## config.mk

```make
export PLATFORM = sky130hd
export DESIGN_NAME = noc_ni_port
export DESIGN_NICKNAME = d
export VERILOG_FILES = /design/src/rtl/noc_ni_port.sv
export SDC_FILE = /design/constraint.sdc
export NUM_CORES = 1
export LEC_CHECK = 0
export ABC_AREA = 1
export BUFFER_PORTS_ARGS = -buffer_cell sky130_fd_sc_hd__buf_4
export CAP_MARGIN = 20
export CORE_MARGIN = 2
export CORE_UTILIZATION = 55
export CTS_BUF_LIST = sky130_fd_sc_hd__clkbuf_4
export CTS_CLUSTER_DIAMETER = 100
export DETAILED_ROUTE_END_ITERATION = 6
export PLACE_DENSITY = 0.72
export SLEW_MARGIN = 20
export SYNTH_ARGS = -nofsm -noshare
export SYNTH_HDL_FRONTEND = slang
export SYNTH_SLANG_ARGS = --single-unit
```

## constraint.sdc

```tcl
create_clock -name ACLK -period 13.04 [get_ports ACLK]
set_input_delay 0 -clock ACLK [delete_from_list [all_inputs] [get_ports ACLK]]
set_output_delay 0 -clock ACLK [all_outputs]
set_load 0.02 [all_outputs]
```

## src/rtl/noc_ni_port.sv

```systemverilog
// NoC network-interface port: credit-governed TX path from the GPU to the router,
// destination-filtered RX path from the router to the GPU, credit return and statistics.
module noc_ni_port #(
    parameter logic [5:0] NODE_ID  = 6'd21,
    parameter int         TX_DEPTH = 4,
    parameter int         RX_DEPTH = 4,
    parameter int         CREDITS  = 4
) (
    input  logic        ACLK,
    input  logic        ARESET,
    input  logic [15:0] gpu_tx_data,
    input  logic        gpu_tx_valid,
    output logic        gpu_tx_ready,
    output logic [15:0] gpu_rx_data,
    output logic        gpu_rx_valid,
    input  logic        gpu_rx_ready,
    output logic [15:0] link_out_flit,
    output logic        link_out_valid,
    input  logic        link_out_credit,
    input  logic [15:0] link_in_flit,
    input  logic        link_in_valid,
    output logic [1:0]  link_in_credit,
    output logic [15:0] tx_count,
    output logic [15:0] rx_count,
    output logic [15:0] drop_count,
    output logic        credit_err,
    output logic        rx_ovf_err
);

    localparam int         TX_AW    = $clog2(TX_DEPTH);
    localparam int         RX_AW    = $clog2(RX_DEPTH);
    localparam logic [3:0] CRED_MAX = 4'(CREDITS);

    function automatic logic [15:0] sat_inc(input logic [15:0] v);
        return (v == 16'hFFFF) ? v : v + 16'd1;
    endfunction

    genvar gi;

    // ---------------- TX path ----------------
    logic [TX_AW:0]             tx_wr_ptr_reg, tx_rd_ptr_reg;
    logic [TX_DEPTH-1:0][15:0]  tx_mem;
    logic                       tx_empty, tx_full, tx_push, tx_send;
    logic [15:0]                tx_head;
    logic [3:0]                 credit_cnt_reg, credit_cnt_next;
    logic                       credit_over;
    logic                       link_out_valid_reg;
    logic [15:0]                link_out_flit_reg;

    assign tx_empty     = (tx_wr_ptr_reg == tx_rd_ptr_reg);
    assign tx_full      = (tx_wr_ptr_reg[TX_AW] != tx_rd_ptr_reg[TX_AW]) &&
                          (tx_wr_ptr_reg[TX_AW-1:0] == tx_rd_ptr_reg[TX_AW-1:0]);
    assign gpu_tx_ready = !tx_full && !ARESET;
    assign tx_push      = gpu_tx_valid && gpu_tx_ready;
    // An empty FIFO forwards the incoming flit directly so injection costs one cycle.
    assign tx_send      = (!tx_empty || tx_push) && (credit_cnt_reg != 4'd0);
    assign tx_head      = tx_empty ? gpu_tx_data : tx_mem[tx_rd_ptr_reg[TX_AW-1:0]];

    generate
        for (gi = 0; gi < TX_DEPTH; gi++) begin : g_tx_entry
            logic [15:0] entry_reg;
            always_ff @(posedge ACLK or posedge ARESET) begin
                if (ARESET)
                    entry_reg <= '0;
                else if (tx_push && tx_wr_ptr_reg[TX_AW-1:0] == TX_AW'(gi))
                    entry_reg <= gpu_tx_data;
            end
            assign tx_mem[gi] = entry_reg;
        end
    endgenerate

    always_comb begin
        credit_cnt_next = credit_cnt_reg;
        credit_over     = link_out_credit && (credit_cnt_reg == CRED_MAX) && !tx_send;
        case ({tx_send, link_out_credit && !credit_over})
            2'b10:   credit_cnt_next = credit_cnt_reg - 4'd1;
            2'b01:   credit_cnt_next = credit_cnt_reg + 4'd1;
            default: credit_cnt_next = credit_cnt_reg;
        endcase
    end

    always_ff @(posedge ACLK or posedge ARESET) begin
        if (ARESET) begin
            tx_wr_ptr_reg      <= '0;
            tx_rd_ptr_reg      <= '0;
            credit_cnt_reg     <= CRED_MAX;
            link_out_valid_reg <= 1'b0;
            link_out_flit_reg  <= '0;
            tx_count           <= '0;
            credit_err         <= 1'b0;
        end else begin
            if (tx_push)
                tx_wr_ptr_reg <= tx_wr_ptr_reg + {{TX_AW{1'b0}}, 1'b1};
            if (tx_send) begin
                tx_rd_ptr_reg     <= tx_rd_ptr_reg + {{TX_AW{1'b0}}, 1'b1};
                link_out_flit_reg <= tx_head;
                tx_count          <= sat_inc(tx_count);
            end
            link_out_valid_reg <= tx_send;
            credit_cnt_reg     <= credit_cnt_next;
            if (credit_over)
                credit_err <= 1'b1;
        end
    end

    assign link_out_valid = link_out_valid_reg;
    assign link_out_flit  = link_out_flit_reg;

    // ---------------- RX path ----------------
    logic [RX_AW:0]             rx_wr_ptr_reg, rx_rd_ptr_reg;
    logic [RX_DEPTH-1:0][15:0]  rx_mem;
    logic                       rx_empty, rx_full, rx_dest_ok, rx_accept, rx_drop, rx_pop;
    logic [1:0]                 link_in_credit_reg;

    assign rx_empty     = (rx_wr_ptr_reg == rx_rd_ptr_reg);
    assign rx_full      = (rx_wr_ptr_reg[RX_AW] != rx_rd_ptr_reg[RX_AW]) &&
                          (rx_wr_ptr_reg[RX_AW-1:0] == rx_rd_ptr_reg[RX_AW-1:0]);
    assign rx_dest_ok   = (link_in_flit[15:10] == NODE_ID);
    // Fullness is judged before any same-cycle pop, so a full FIFO drops even while draining.
    assign rx_accept    = link_in_valid && rx_dest_ok && !rx_full;
    assign rx_drop      = link_in_valid && !rx_accept;
    assign gpu_rx_valid = !rx_empty;
    assign rx_pop       = gpu_rx_valid && gpu_rx_ready;
    assign gpu_rx_data  = rx_mem[rx_rd_ptr_reg[RX_AW-1:0]];

    generate
        for (gi = 0; gi < RX_DEPTH; gi++) begin : g_rx_entry
            logic [15:0] entry_reg;
            always_ff @(posedge ACLK or posedge ARESET) begin
                if (ARESET)
                    entry_reg <= '0;
                else if (rx_accept && rx_wr_ptr_reg[RX_AW-1:0] == RX_AW'(gi))
                    entry_reg <= link_in_flit;
            end
            assign rx_mem[gi] = entry_reg;
        end
    endgenerate

    always_ff @(posedge ACLK or posedge ARESET) begin
        if (ARESET) begin
            rx_wr_ptr_reg      <= '0;
            rx_rd_ptr_reg      <= '0;
            link_in_credit_reg <= '0;
            rx_count           <= '0;
            drop_count         <= '0;
            rx_ovf_err         <= 1'b0;
        end else begin
            if (rx_accept)
                rx_wr_ptr_reg <= rx_wr_ptr_reg + {{RX_AW{1'b0}}, 1'b1};
            if (rx_pop) begin
                rx_rd_ptr_reg <= rx_rd_ptr_reg + {{RX_AW{1'b0}}, 1'b1};
                rx_count      <= sat_inc(rx_count);
            end
            if (rx_drop)
                drop_count <= sat_inc(drop_count);
            if (link_in_valid && rx_dest_ok && rx_full)
                rx_ovf_err <= 1'b1;
            link_in_credit_reg <= {1'b0, rx_pop} + {1'b0, rx_drop};
        end
    end

    assign link_in_credit = link_in_credit_reg;

endmodule

```

==> metrics.md, run 1 <==
| Metric | Value |
|---|---|
| Critical path arrival | `5300 ps` |
| # placed instances | `1650` |
| Drt drc | `0` |
| Top cells by area, synth | `dfrtp_1 50%, nand2_1 18%, o21ai_0 7.0%` |
| FFs w/ async S/R, synth | `100%` |
| Placement Rows | `50` |
| Placeable Area | `between 15000 and 20000 sq um` |
| Worst Hold Class | `in -> async` |
| Die W | `142 um` |
| Tot GR Track Use | `26.3%` |
| # IOs | `125` |
| DR pass1 iterations | `6` |
| First-pass GRT wire length | `43200 um` |
| Wire per inst | `14.7 um` |
| Crit-path cells | `inv_2, nand2_1, nand2_1, nor2_8, o211ai_2, nand2_1, a21boi_0, ha_1, inv_1, ha_1, a21oi_1, nand2_1, a21oi_1, o21ai_0, xor2_1` |
| Skew-Pair Late Insertion Delay | `roughly 670 ps` |
| CTS root buf | `clkbuf_4` |
| Fmax achieved | `210 MHz` |
| Total power divided by cell area | `215 nW/um^2` |
| CP required | `13570 ps` |
| Switching part of the total | `42.5%` |
| Status | `finished clean` |
| Crit Path Max Fanout | `49` |
| Die area | `20300 sq um` |
| Cell Int Power | `1550 uW` |
| Comb pwr share | `roughly two fifths` |
| WS Path Type | `reg -> reg` |
| Number of global-route vias before repair | `8841` |
| Avg Inst Size Synth | `7.85 sq um` |
| Reg power frac | `37.2%` |
| Psw | `1150 uW` |
| Most frequent cells in the layout | `514 x nand2_1, 212 x dfrtp_1, 147 x o21ai_0` |
| Initial antenna violation count | `1` |
| Area leader, netlist | `dfrtp_1` |
| Crit path buf inv count | `2` |
| Largest net degree at the start of global routing | `136` |
| Fin crit share | `36.6%` |
| Crit path largest cell delay | `840 ps` |
| Gate Count Post-Synth | `1343` |
| Worst-Margin Slew | `about 950 ps` |
| Normalized max-slew margin | `36.4%` |
| CTS resizes | `0` |
| Clk pwr share | `20.8%` |
| Syn nets | `1399` |
| Number of H-tree levels | `2` |
| Vias per std cell | `5.21` |
| Vias | `9265` |
| Post-Layout Cell Count | `1778` |
| Clock sink count | `between 200 and 250` |
| Port Buffers | `124` |
| Nets@finish | `1567` |
| Initial Util | `a little under three fifths` |
| Top cell type's share of synthesized area | `approximately half` |
| CP startpoint kind | `flip-flop` |
| Clock-pin slew on the worst setup and hold paths | `80 ps` |
| Setup violations, final | `0` |
| CP top delay family | `simple AND/OR/NAND/NOR gates` |
| Post-synth top flop | `dfrtp_1` |
| Cell area after synthesis | `10500 sq um` |
| Final Max Tran Viols | `0` |
| Final Hold Fails | `0` |
| Setup TNS Final | `0 ps` |
| Clock buffer count from CTS | `55` |
| Crit-path slowest cell | `nand2_1` |
| Period minus WS final | `4770 ps` |
| Cts hold-fix bufs | `38` |
| Layout cell share with drive strength beyond 1 | `15.4%` |
| TritonCTS clock tree | `built` |
| Half-perimeter wire length after placement | `16500 um` |
| Synthesized flop and latch total | `213` |
| 1st-iter DRT viols | `512` |
| P_leak | `approximately 0.0066 uW` |
| Post-synth EDFFs | `0` |
| Sequential cell area fraction in the yosys report | `~51%` |
| Post-synthesis cell type count | `38` |
| Gpl congestion | `0.896` |
| CP most frequent cell | `nand2_1` |
| CP endpoint kind | `flip-flop` |
| Routed WL | `26100 um` |
| Max Cap Violations | `0` |
| Layout Skew | `approximately 36 ps` |
| Setup Fix Bufs, Post-CTS | `0` |
| RSZ-0062 raised after global routing | `false` |
| Grt ovf | `0` |
| Commonest non-fill, non-tap cell in the layout | `nand2_1` |
| Post-route ant nets | `0` |
| Worst vdd ir | `around 170 uV` |
| Die Span Y | `between 100 and 150 um` |
| Clk buf depth | `3` |
| Area grow syn2layout | `19.4%` |
| Yosys warns | `0` |
[routing by layer]
layer	up-vias	GRT usage [%]	routed length, um
met1	4324	36.3	11900
li1	4635	-	-
met5	-	0	0
met4	0	8.60	502
met3	48	4.61	1310
met2	258	42.4	12400
[worst reg2reg max path, delay by kind of cell, from the launching register on]
family | cells | cell delay (ps)
flops | 1 | 800
compound gates | 5 | 1010
buf+inv | 2 | 640
simple gates | 5 | 1500
xor+xnor | 1 | 150
fa+ha+maj | 2 | 520
[synthesized netlist by cell type, types with 5 or more instances]
library cell    n
nand4_1        28
buf_2          24
xnor2_1        17
inv_1         101
nor3_1          9
clkbuf_1       21
o21ai_0       147
o21ai_1        11
a21oi_1        21
inv_2           6
dfrtp_1       212
nand2_1       514
nand3_1        46
nand2_2         5
xor2_1         23
nand3b_1        5
ha_1           17
o22ai_1        14
nor2_1         92
[power groups by stage]
| stage | sequential (uW) | clock (uW) | combinational [uW] |
|---|---|---|---|
| 2_1_floorplan | 1020 | 0 | 762 |
| 3_3_place_gp | 1010 | 0 | 1100 |
| 3_5_place_dp | 1010 | 0 | 1130 |
| 4_1_cts | 1000 | 578 | 1140 |
| 5_1_grt | 1020 | 615 | 1290 |
| 6_report | 1000 | 563 | 1130 |
[through the flow]
step / setup WS [ps] / hold WS (ps) / cell area [sq um] / power (uW) / util (%)
5_1_grt: 7820 / 111 / 12600 / 2930 / 67.1
3_3_place_gp: 8450 / 247 / 11500 / 2110 / 61.5
4_1_cts: 8300 / 73.1 / 12600 / 2720 / 67.1
3_5_place_dp: 8330 / 250 / 11500 / 2140 / 61.5
2_1_floorplan: 7130 / 117 / 10500 / 1780 / -
6_report: 8270 / 72.4 / 12600 / 2700 / 67.1
[layout make-up]
| cell class | count | area, sq um |
|---|---|---|
| multi-input cells | 969 | 4560 |
| clock buffers | 81 | 608 |
| clock inverters | 8 | 56.3 |
| fillers | 1640 | 6170 |
| flip-flops and latches | 213 | 5330 |
| inverters | 108 | 413 |
| diodes | 1 | 2.50 |
| repair buffers | 164 | 1330 |
| well taps | 234 | 293 |
[worst paths after layout]
path	from	end	slack [ps]	cells after the start
setup / recovery	tx_rd_ptr_reg[0]$_DFFE_PP0P_	credit_cnt_reg[3]$_DFFE_PP0P_	8270	15
hold / removal	ARESET	g_rx_entry[3].entry_reg[14]$_DFFE_PP0P_	70	3
setup reg to reg	tx_rd_ptr_reg[0]$_DFFE_PP0P_	credit_cnt_reg[3]$_DFFE_PP0P_	8270	15
hold reg to reg	g_rx_entry[2].entry_reg[14]$_DFFE_PP0P_	g_rx_entry[2].entry_reg[14]$_DFFE_PP0P_	450	2
max in group asynchronous	ARESET	rx_count[6]$_DFFE_PP0P_	11580	4
min in group ACLK	gpu_tx_data[5]	g_tx_entry[2].entry_reg[5]$_DFFE_PP0P_	130	4
[kinds of logic after synthesis]
kind of cell | share of synthesized area, %
buffers and inverters | 6.23
and+or+nand+nor | 27.7
AOI/OAI and AO/OA | 9.65
adders and majority gates | 2.21
DFF | 50.5
muxes | 0.107
xor gates and xnor gates | 3.58
Note: power is estimated with default switching activity, not from simulation.
==> run 2: changes to the inputs <==
--- a/config.mk
+++ b/config.mk
@@ -5,15 +5,15 @@
 export SDC_FILE = /design/constraint.sdc
 export NUM_CORES = 1
 export LEC_CHECK = 0
-export ABC_AREA = 1
+export ABC_AREA = 0
 export BUFFER_PORTS_ARGS = -buffer_cell sky130_fd_sc_hd__buf_4
 export CAP_MARGIN = 20
 export CORE_MARGIN = 2
-export CORE_UTILIZATION = 55
+export CORE_UTILIZATION = 54
 export CTS_BUF_LIST = sky130_fd_sc_hd__clkbuf_4
 export CTS_CLUSTER_DIAMETER = 100
 export DETAILED_ROUTE_END_ITERATION = 6
-export PLACE_DENSITY = 0.72
+export PLACE_DENSITY = 0.74
 export SLEW_MARGIN = 20
 export SYNTH_ARGS = -nofsm -noshare
 export SYNTH_HDL_FRONTEND = slang
==> constraint.sdc (replaced) <==
create_clock -name ACLK -period 4 [get_ports ACLK]
set_input_delay 0 -clock ACLK [delete_from_list [all_inputs] [get_ports ACLK]]
set_output_delay 0 -clock ACLK [all_outputs]
set_load 0.02 [all_outputs]
==> run 2 against run 1 <==
Critical path depth down 3. Sequential power rose to 3.3 times the previous value. Global-route usage decreased by 4.5 points. Sequential share of layout area grew 3.3 points. Largest cell class unchanged.
==> metrics.md, run 2 <==
| Metric | Value |
|---|---|
| Vias per std cell | `5.46` |
| Wire per inst | `~17 um` |
| Max Cap Violations | `0` |
| DR pass1 iterations | `5` |
| Critical path arrival | `3730 ps` |
| Grt ovf | `0` |
| Largest net degree at the start of global routing | `131` |
| Avg Inst Size Synth | `14.0 sq um` |
| Most frequent cells in the layout | `212 x dfrtp_1, 129 x buf_4, 110 x mux2_2` |
| CP required | `4510 ps` |
| Cell area after synthesis | `9500 sq um` |
| Sequential cell area fraction in the yosys report | `~56%` |
| Status | `finished clean` |
| R2r setup slk | `a little under 800 ps` |
| Clk buf depth | `3` |
| Number of global-route vias before repair | `6632` |
| Synth cell count leaders | `212 x dfrtp_1, 110 x mux2_2, 47 x xnor2_1, 30 x nor2_1, 27 x mux4_2` |
| Gpl congestion | `0.800` |
| Vias | `6219` |
| FFs w/ async S/R, synth | `100%` |
| Drt drc | `0` |
| Post-Place Setup Slack | `800 ps` |
| Top cell type's share of synthesized area | `55.9%` |
| Setup ws final | `between 700 and 800 ps` |
| P_leak | `0.00567 uW` |
| RSZ-0062 raised after global routing | `false` |
| Post-synthesis cell type count | `47` |
| Setup violations, final | `0` |
| Post-synth top flop | `dfrtp_1` |
| Nets@finish | `roughly 940` |
| WS Path Type | `reg -> reg` |
| Layout Skew | `31.8 ps` |
| Final Hold Fails | `0` |
| # fillers | `1258` |
| Fin crit share | `approximately 80%` |
| Sequential cell area | `5330 sq um` |
| Worst vdd ir | `500 uV` |
| Routed WL | `~19000 um` |
| Commonest non-fill, non-tap cell in the layout | `dfrtp_1` |
| Placeable Area | `17200 sq um` |
| Die W | `137 um` |
| First-pass GRT wire length | `32100 um` |
| Number of H-tree levels | `2` |
| TritonCTS clock tree | `built` |
| Crit Path Max Fanout | `5` |
| Setup TNS Final | `0 ps` |
| Period minus WS final | `3220 ps` |
| Gate Count Post-Synth | `677` |
| FF-to-FF End | `credit_cnt_reg[3]$_DFFE_PP0P_` |
| Placement Rows | `48` |
| Fmax achieved | `between 300 and 400 MHz` |
| Final Max Tran Viols | `0` |
| Clock sink count | `213` |
| Die Span Y | `around 140 um` |
| Port Buffers | `~120` |
| CTS root buf | `clkbuf_4` |
| CTS resizes | `0` |
| Total power divided by cell area | `approximately 700 nW/um^2` |
| Most frequent cell after synthesis | `dfrtp_1` |
| Die area | `18700 sq um` |
| Initial Util | `55.1%` |
| Synthesized flop and latch total | `213` |
| Skew-Pair Late Insertion Delay | `640 ps` |
| Worst Hold Class | `in -> async` |
| Clock buffer count from CTS | `55` |
| Post-synth EDFFs | `0` |
| Multi-input gate area | `4000 sq um` |
| Area leader, netlist | `dfrtp_1` |
| Layout cell share with drive strength beyond 1 | `39.6%` |
| Area grow syn2layout | `22.9%` |
| Half-perimeter wire length after placement | `12400 um` |
| Post-route ant nets | `0` |
| Yosys warns | `0` |
| Top cells by area, synth | `dfrtp_1 56%, mux2_2 13%, mux4_2 6.4%` |
| R2r startpoint | `tx_rd_ptr_reg[2]$_DFFE_PP0P_` |
| Worst reg2reg path depth | `12` |
| Setup Fix Bufs, Post-CTS | `0` |
| # IOs | `between 100 and 150` |
| Initial antenna violation count | `1` |
| Syn nets | `733` |
| Tot GR Track Use | `21.7%` |
| CP endpoint kind | `flip-flop` |
| Normalized max-slew margin | `31.5%` |
| Worst-Margin Slew | `1010 ps` |
| 1st-iter DRT viols | `roughly 250` |
| CP startpoint kind | `flip-flop` |
| Clock-pin slew on the worst setup and hold paths | `around 70 ps` |
[run 2: cell count changes in the layout (fill, tap and decap cells not counted), moves of 14 or more]
cell	previous run	this run
nor2_1	92	29
and2_1	0	15
o21ai_0	147	3
mux4_2	0	27
nand3_1	46	21
nand2_1	514	26
inv_1	100	13
mux2_2	1	110
mux2i_1	0	16
xnor2_1	17	47
o22ai_1	14	0
[run 2: stage by stage]
step / hold slack (ps) / utilization [%] / total power (uW) / std cells / cell area, sq um
finish: 127 / 67.7 / 8160 / 1140 / 11700
global route: 93.2 / 67.7 / 8710 / 1140 / 11700
CTS: 89.5 / 67.7 / 8270 / 1139 / 11700
detailed placement: 223 / 61.9 / 6470 / 1011 / 10700
global placement: 227 / 61.9 / 6290 / 1011 / 10700
floorplan: 76.9 / - / 5550 / 677 / 9500
[run 2: worst max-delay path, cell delays in order, from the launching register on]
cell,delay (ps)
dfrtp_1,400
xor2_1,210
nor4b_1,900
and3_1,280
nor2b_1,60
ha_1,200
inv_1,110
ha_1,250
a21o_1,160
a21oi_1,160
xnor2_1,130
nor2_1,70
xor2_1,150
[run 2: what timing repair did]
action	4_1_cts	5_1_grt
hold endpoints to repair	372	0
hold buffers	36	0
endpoints found under the setup margin	0	0
[run 2: per-layer routing]
metal	routed length (um)	global-route usage, %
met3	1030	5.81
met4	319	7.47
met5	0	0
met1	8050	26.4
met2	10000	37.6
[run 2: layout make-up]
| cell class | count | share of cell area (%) |
|---|---|---|
| Antenna cell | 1 | 0.0214 |
| Clock buffer | 79 | 5.08 |
| Clock inverter | 13 | 0.439 |
| Inverter | 14 | 0.482 |
| Multi-Input combinational cell | 428 | 34.3 |
| Sequential cell | 213 | 45.7 |
| Tap cell | 225 | 2.41 |
| Timing Repair Buffer | 167 | 11.6 |
[run 2: power breakdown]
| group | total (uW) | internal, uW | switching [uW] |
|---|---|---|---|
| registers | 3300 | 2840 | 463 |
| logic | 3130 | 1590 | 1540 |
| clock network | 1730 | 898 | 831 |
| total | 8160 | 5320 | 2840 |
[run 2: kinds of logic after synthesis]
group	Yosys count	share of synthesized area [%]
muxes	158	22.5
DFF	213	56.1
and+or+nand+nor	154	8.69
buffers and inverters	36	1.79
adders and majority gates	18	2.45
xor gates and xnor gates	64	5.90
AOI/OAI and AO/OA	34	2.52
[run 2: worst max path at each step]
stage / start / to / slack, ps / depth (start not counted)
6_report: tx_rd_ptr_reg[2]$_DFFE_PP0P_ / credit_cnt_reg[3]$_DFFE_PP0P_ / 780 / 12
5_1_grt: tx_rd_ptr_reg[2]$_DFFE_PP0P_ / credit_cnt_reg[3]$_DFFE_PP0P_ / 500 / 12
4_1_cts: tx_rd_ptr_reg[2]$_DFFE_PP0P_ / credit_cnt_reg[3]$_DFFE_PP0P_ / 780 / 12
3_5_place_dp: tx_rd_ptr_reg[2]$_DFFE_PP0P_ / credit_cnt_reg[3]$_DFFE_PP0P_ / 800 / 12
3_3_place_gp: tx_rd_ptr_reg[2]$_DFFE_PP0P_ / credit_cnt_reg[3]$_DFFE_PP0P_ / 940 / 12
2_1_floorplan: tx_rd_ptr_reg[1]$_DFFE_PP0P_ / credit_cnt_reg[3]$_DFFE_PP0P_ / 940 / 15
==> run 3: changes to the inputs <==
--- a/config.mk
+++ b/config.mk
@@ -5,15 +5,15 @@
 export SDC_FILE = /design/constraint.sdc
 export NUM_CORES = 1
 export LEC_CHECK = 0
-export ABC_AREA = 0
+export ABC_AREA = 1
 export BUFFER_PORTS_ARGS = -buffer_cell sky130_fd_sc_hd__buf_4
 export CAP_MARGIN = 20
 export CORE_MARGIN = 2
-export CORE_UTILIZATION = 54
+export CORE_UTILIZATION = 55
 export CTS_BUF_LIST = sky130_fd_sc_hd__clkbuf_4
 export CTS_CLUSTER_DIAMETER = 100
 export DETAILED_ROUTE_END_ITERATION = 6
-export PLACE_DENSITY = 0.74
+export PLACE_DENSITY = 0.75
 export SLEW_MARGIN = 20
 export SYNTH_ARGS = -nofsm -noshare
 export SYNTH_HDL_FRONTEND = slang
==> constraint.sdc (replaced) <==
create_clock -name ACLK -period 2.7 [get_ports ACLK]
set_input_delay 0 -clock ACLK [delete_from_list [all_inputs] [get_ports ACLK]]
set_output_delay 0 -clock ACLK [all_outputs]
set_load 0.02 [all_outputs]
==> run 3 against run 2 <==
Maximum frequency grew 31%. Sequential share of layout area shrank 4.5 points. Final area grew 11%. Combinational power grew 87%. Cell count grew 59%. Worst hold slack lost 32 ps. Utilization grew 1.2 points. Clock skew grew 22 ps. Via count grew 53%. Count of clock-buffer cells in the layout grew 14. Register-to-register slack lost 540 ps. Critical path type unchanged. Critical endpoint is now g_tx_entry[0].entry_reg[12]$_DFFE_PP0P_. Highest routed layer unchanged.
==> metrics.md, run 3 (synthesis results as in run 1) <==
| Metric | Value |
|---|---|
| Status | `finished clean` |
| CP required | `3320 ps` |
| Layout Skew | `roughly 54 ps` |
| Worst reg2reg path depth | `12` |
| # fillers | `about 1600` |
| Critical path arrival | `3090 ps` |
| Period minus WS final | `2460 ps` |
| # IOs | `approximately 130` |
| R2r startpoint | `tx_wr_ptr_reg[1]$_DFFE_PP0P_` |
| Post-Layout Cell Count | `1818` |
| Setup violations, final | `0` |
| Number of H-tree levels | `2` |
| Post-route ant nets | `0` |
| Critical Path Sink | `g_tx_entry[0].entry_reg[12]$_DFFE_PP0P_` |
| Placement Rows | `50` |
| Max Cap Violations | `0` |
| Fmax achieved | `406 MHz` |
| Final Hold Fails | `0` |
| Drt drc | `0` |
| First-pass GRT wire length | `42700 um` |
| TritonCTS clock tree | `built` |
| Die area | `20300 sq um` |
| Final Max Tran Viols | `0` |
| Die W | `142 um` |
| Number of global-route vias before repair | `8871` |
| Critical Path Start | `tx_wr_ptr_reg[1]$_DFFE_PP0P_` |
| CP endpoint kind | `flip-flop` |
| # placed instances | `approximately 1700` |
| Most frequent cells in the layout | `513 x nand2_1, 212 x dfrtp_1, 149 x buf_4` |
| Fin crit share | `91.2%` |
| Gpl congestion | `0.844` |
| CTS root buf | `clkbuf_4` |
| Area grow syn2layout | `22.7%` |
| Final Instance Area | `12900 sq um` |
| R2r setup slk | `240 ps` |
| Clk buf depth | `3` |
| Tot GR Track Use | `25.8%` |
| Nets@finish | `1597` |
| Grt ovf | `0` |
| Wire per inst | `14.0 um` |
| Vias | `9489` |
| Worst vdd ir | `670 uV` |
| Layout cell share with drive strength beyond 1 | `17.5%` |
| DR pass1 iterations | `5` |
| Worst Hold Class | `in -> reg` |
| Die Span Y | `142 um` |
| Worst-Margin Slew | `~670 ps` |
| Half-perimeter wire length after placement | `around 16000 um` |
| Crit Path Max Fanout | `18` |
| Placeable Area | `18800 sq um` |
| Largest net degree at the start of global routing | `215` |
| Initial Util | `56.2%` |
| Skew-Pair Late Insertion Delay | `690 ps` |
| WS Path Type | `reg -> reg` |
| RSZ-0062 raised after global routing | `false` |
| Normalized max-slew margin | `a little under three fifths` |
| Commonest non-fill, non-tap cell in the layout | `nand2_1` |
| Routed WL | `~25000 um` |
| 1st-iter DRT viols | `560` |
| Setup TNS Final | `0 ps` |
| FF-to-FF End | `g_tx_entry[0].entry_reg[12]$_DFFE_PP0P_` |
| Clock-pin slew on the worst setup and hold paths | `60 ps` |
| Placed inst area | `11700 sq um` |
| Total power divided by cell area | `1040 nW/um^2` |
| Vias per std cell | `5.22` |
| Clock buffer count from CTS | `57` |
| P_leak | `0.00674 uW` |
| Initial antenna violation count | `1` |
| Clock sink count | `approximately 210` |
| CP startpoint kind | `flip-flop` |
| Port Buffers | `124` |
| Final hold slack | `95.4 ps` |
[run 3: cell type report]
| type | instances | area [sq um] | area share, % |
|---|---|---|---|
| Antenna cell | 1 | 2.50 | 0.0193 |
| Clock buffer | 93 | 698 | 5.40 |
| Clock inverter | 8 | 60.1 | 0.464 |
| Inverter | 108 | 412 | 3.18 |
| Multi-Input combinational cell | 969 | 4570 | 35.3 |
| Sequential cell | 213 | 5330 | 41.2 |
| Tap cell | 234 | 293 | 2.26 |
| Timing Repair Buffer | 192 | 1580 | 12.2 |
[run 3: metrics by stage]
step	utilization [%]	power [uW]	worst slack [ps]
floorplan	-	8610	-1660
global placement	62.4	10300	305
detailed placement	62.4	10500	199
CTS	68.6	13600	85.7
global route	68.9	14600	20.0
finish	68.9	13500	238
[run 3: where the power goes]
group / switching [uW] / internal, uW
registers: 589 / 4100
logic: 3690 / 2160
clock network: 1310 / 1630
total: 5590 / 7890
[run 3: how the worst min path moves through the flow]
stage	start	endpoint	slack, ps	depth (start not counted)
finish	gpu_tx_data[0]	g_tx_entry[2].entry_reg[0]$_DFFE_PP0P_	100	4
global route	gpu_tx_data[0]	g_tx_entry[3].entry_reg[0]$_DFFE_PP0P_	90	4
CTS	gpu_tx_data[0]	g_tx_entry[2].entry_reg[0]$_DFFE_PP0P_	40	4
detailed placement	gpu_tx_data[0]	g_tx_entry[2].entry_reg[0]$_DFFE_PP0P_	240	3
global placement	gpu_tx_data[2]	g_tx_entry[2].entry_reg[2]$_DFFE_PP0P_	240	3
floorplan	gpu_tx_data[0]	g_tx_entry[2].entry_reg[0]$_DFFE_PP0P_	120	2
[run 3: repair_timing]
| action | 4_1_cts | 5_1_grt |
|---|---|---|
| setup endpoints to repair | 0 | 2 |
| buffers inserted | 0 | 4 |
| hold buffers | 41 | 0 |
| gates resized for setup | 0 | 4 |
| hold endpoints to repair | 377 | 0 |
[run 3: metal layers]
metal | global-route usage [%] | vias up | part of all wire (%) | routed length, um
met5 | 0 | - | 0 | 0
met4 | 8.65 | 0 | 1.9 | 474
met3 | 4.27 | 40 | 5.5 | 1390
met2 | 42.5 | 280 | 48 | 12200
met1 | 34.8 | 4449 | 45 | 11300
li1 | - | 4720 | - | -
[run 3: worst max-delay path: stages (launching register included)]
cell	delay, ps
dfrtp_1	420
inv_1	120
nand2_1	80
nand2_2	120
nor2_8	50
buf_4	210
nand2_2	110
nand3_4	220
nor2_2	170
buf_4	220
nand2_1	70
nand2_1	70
dlygate4sd3_1	560
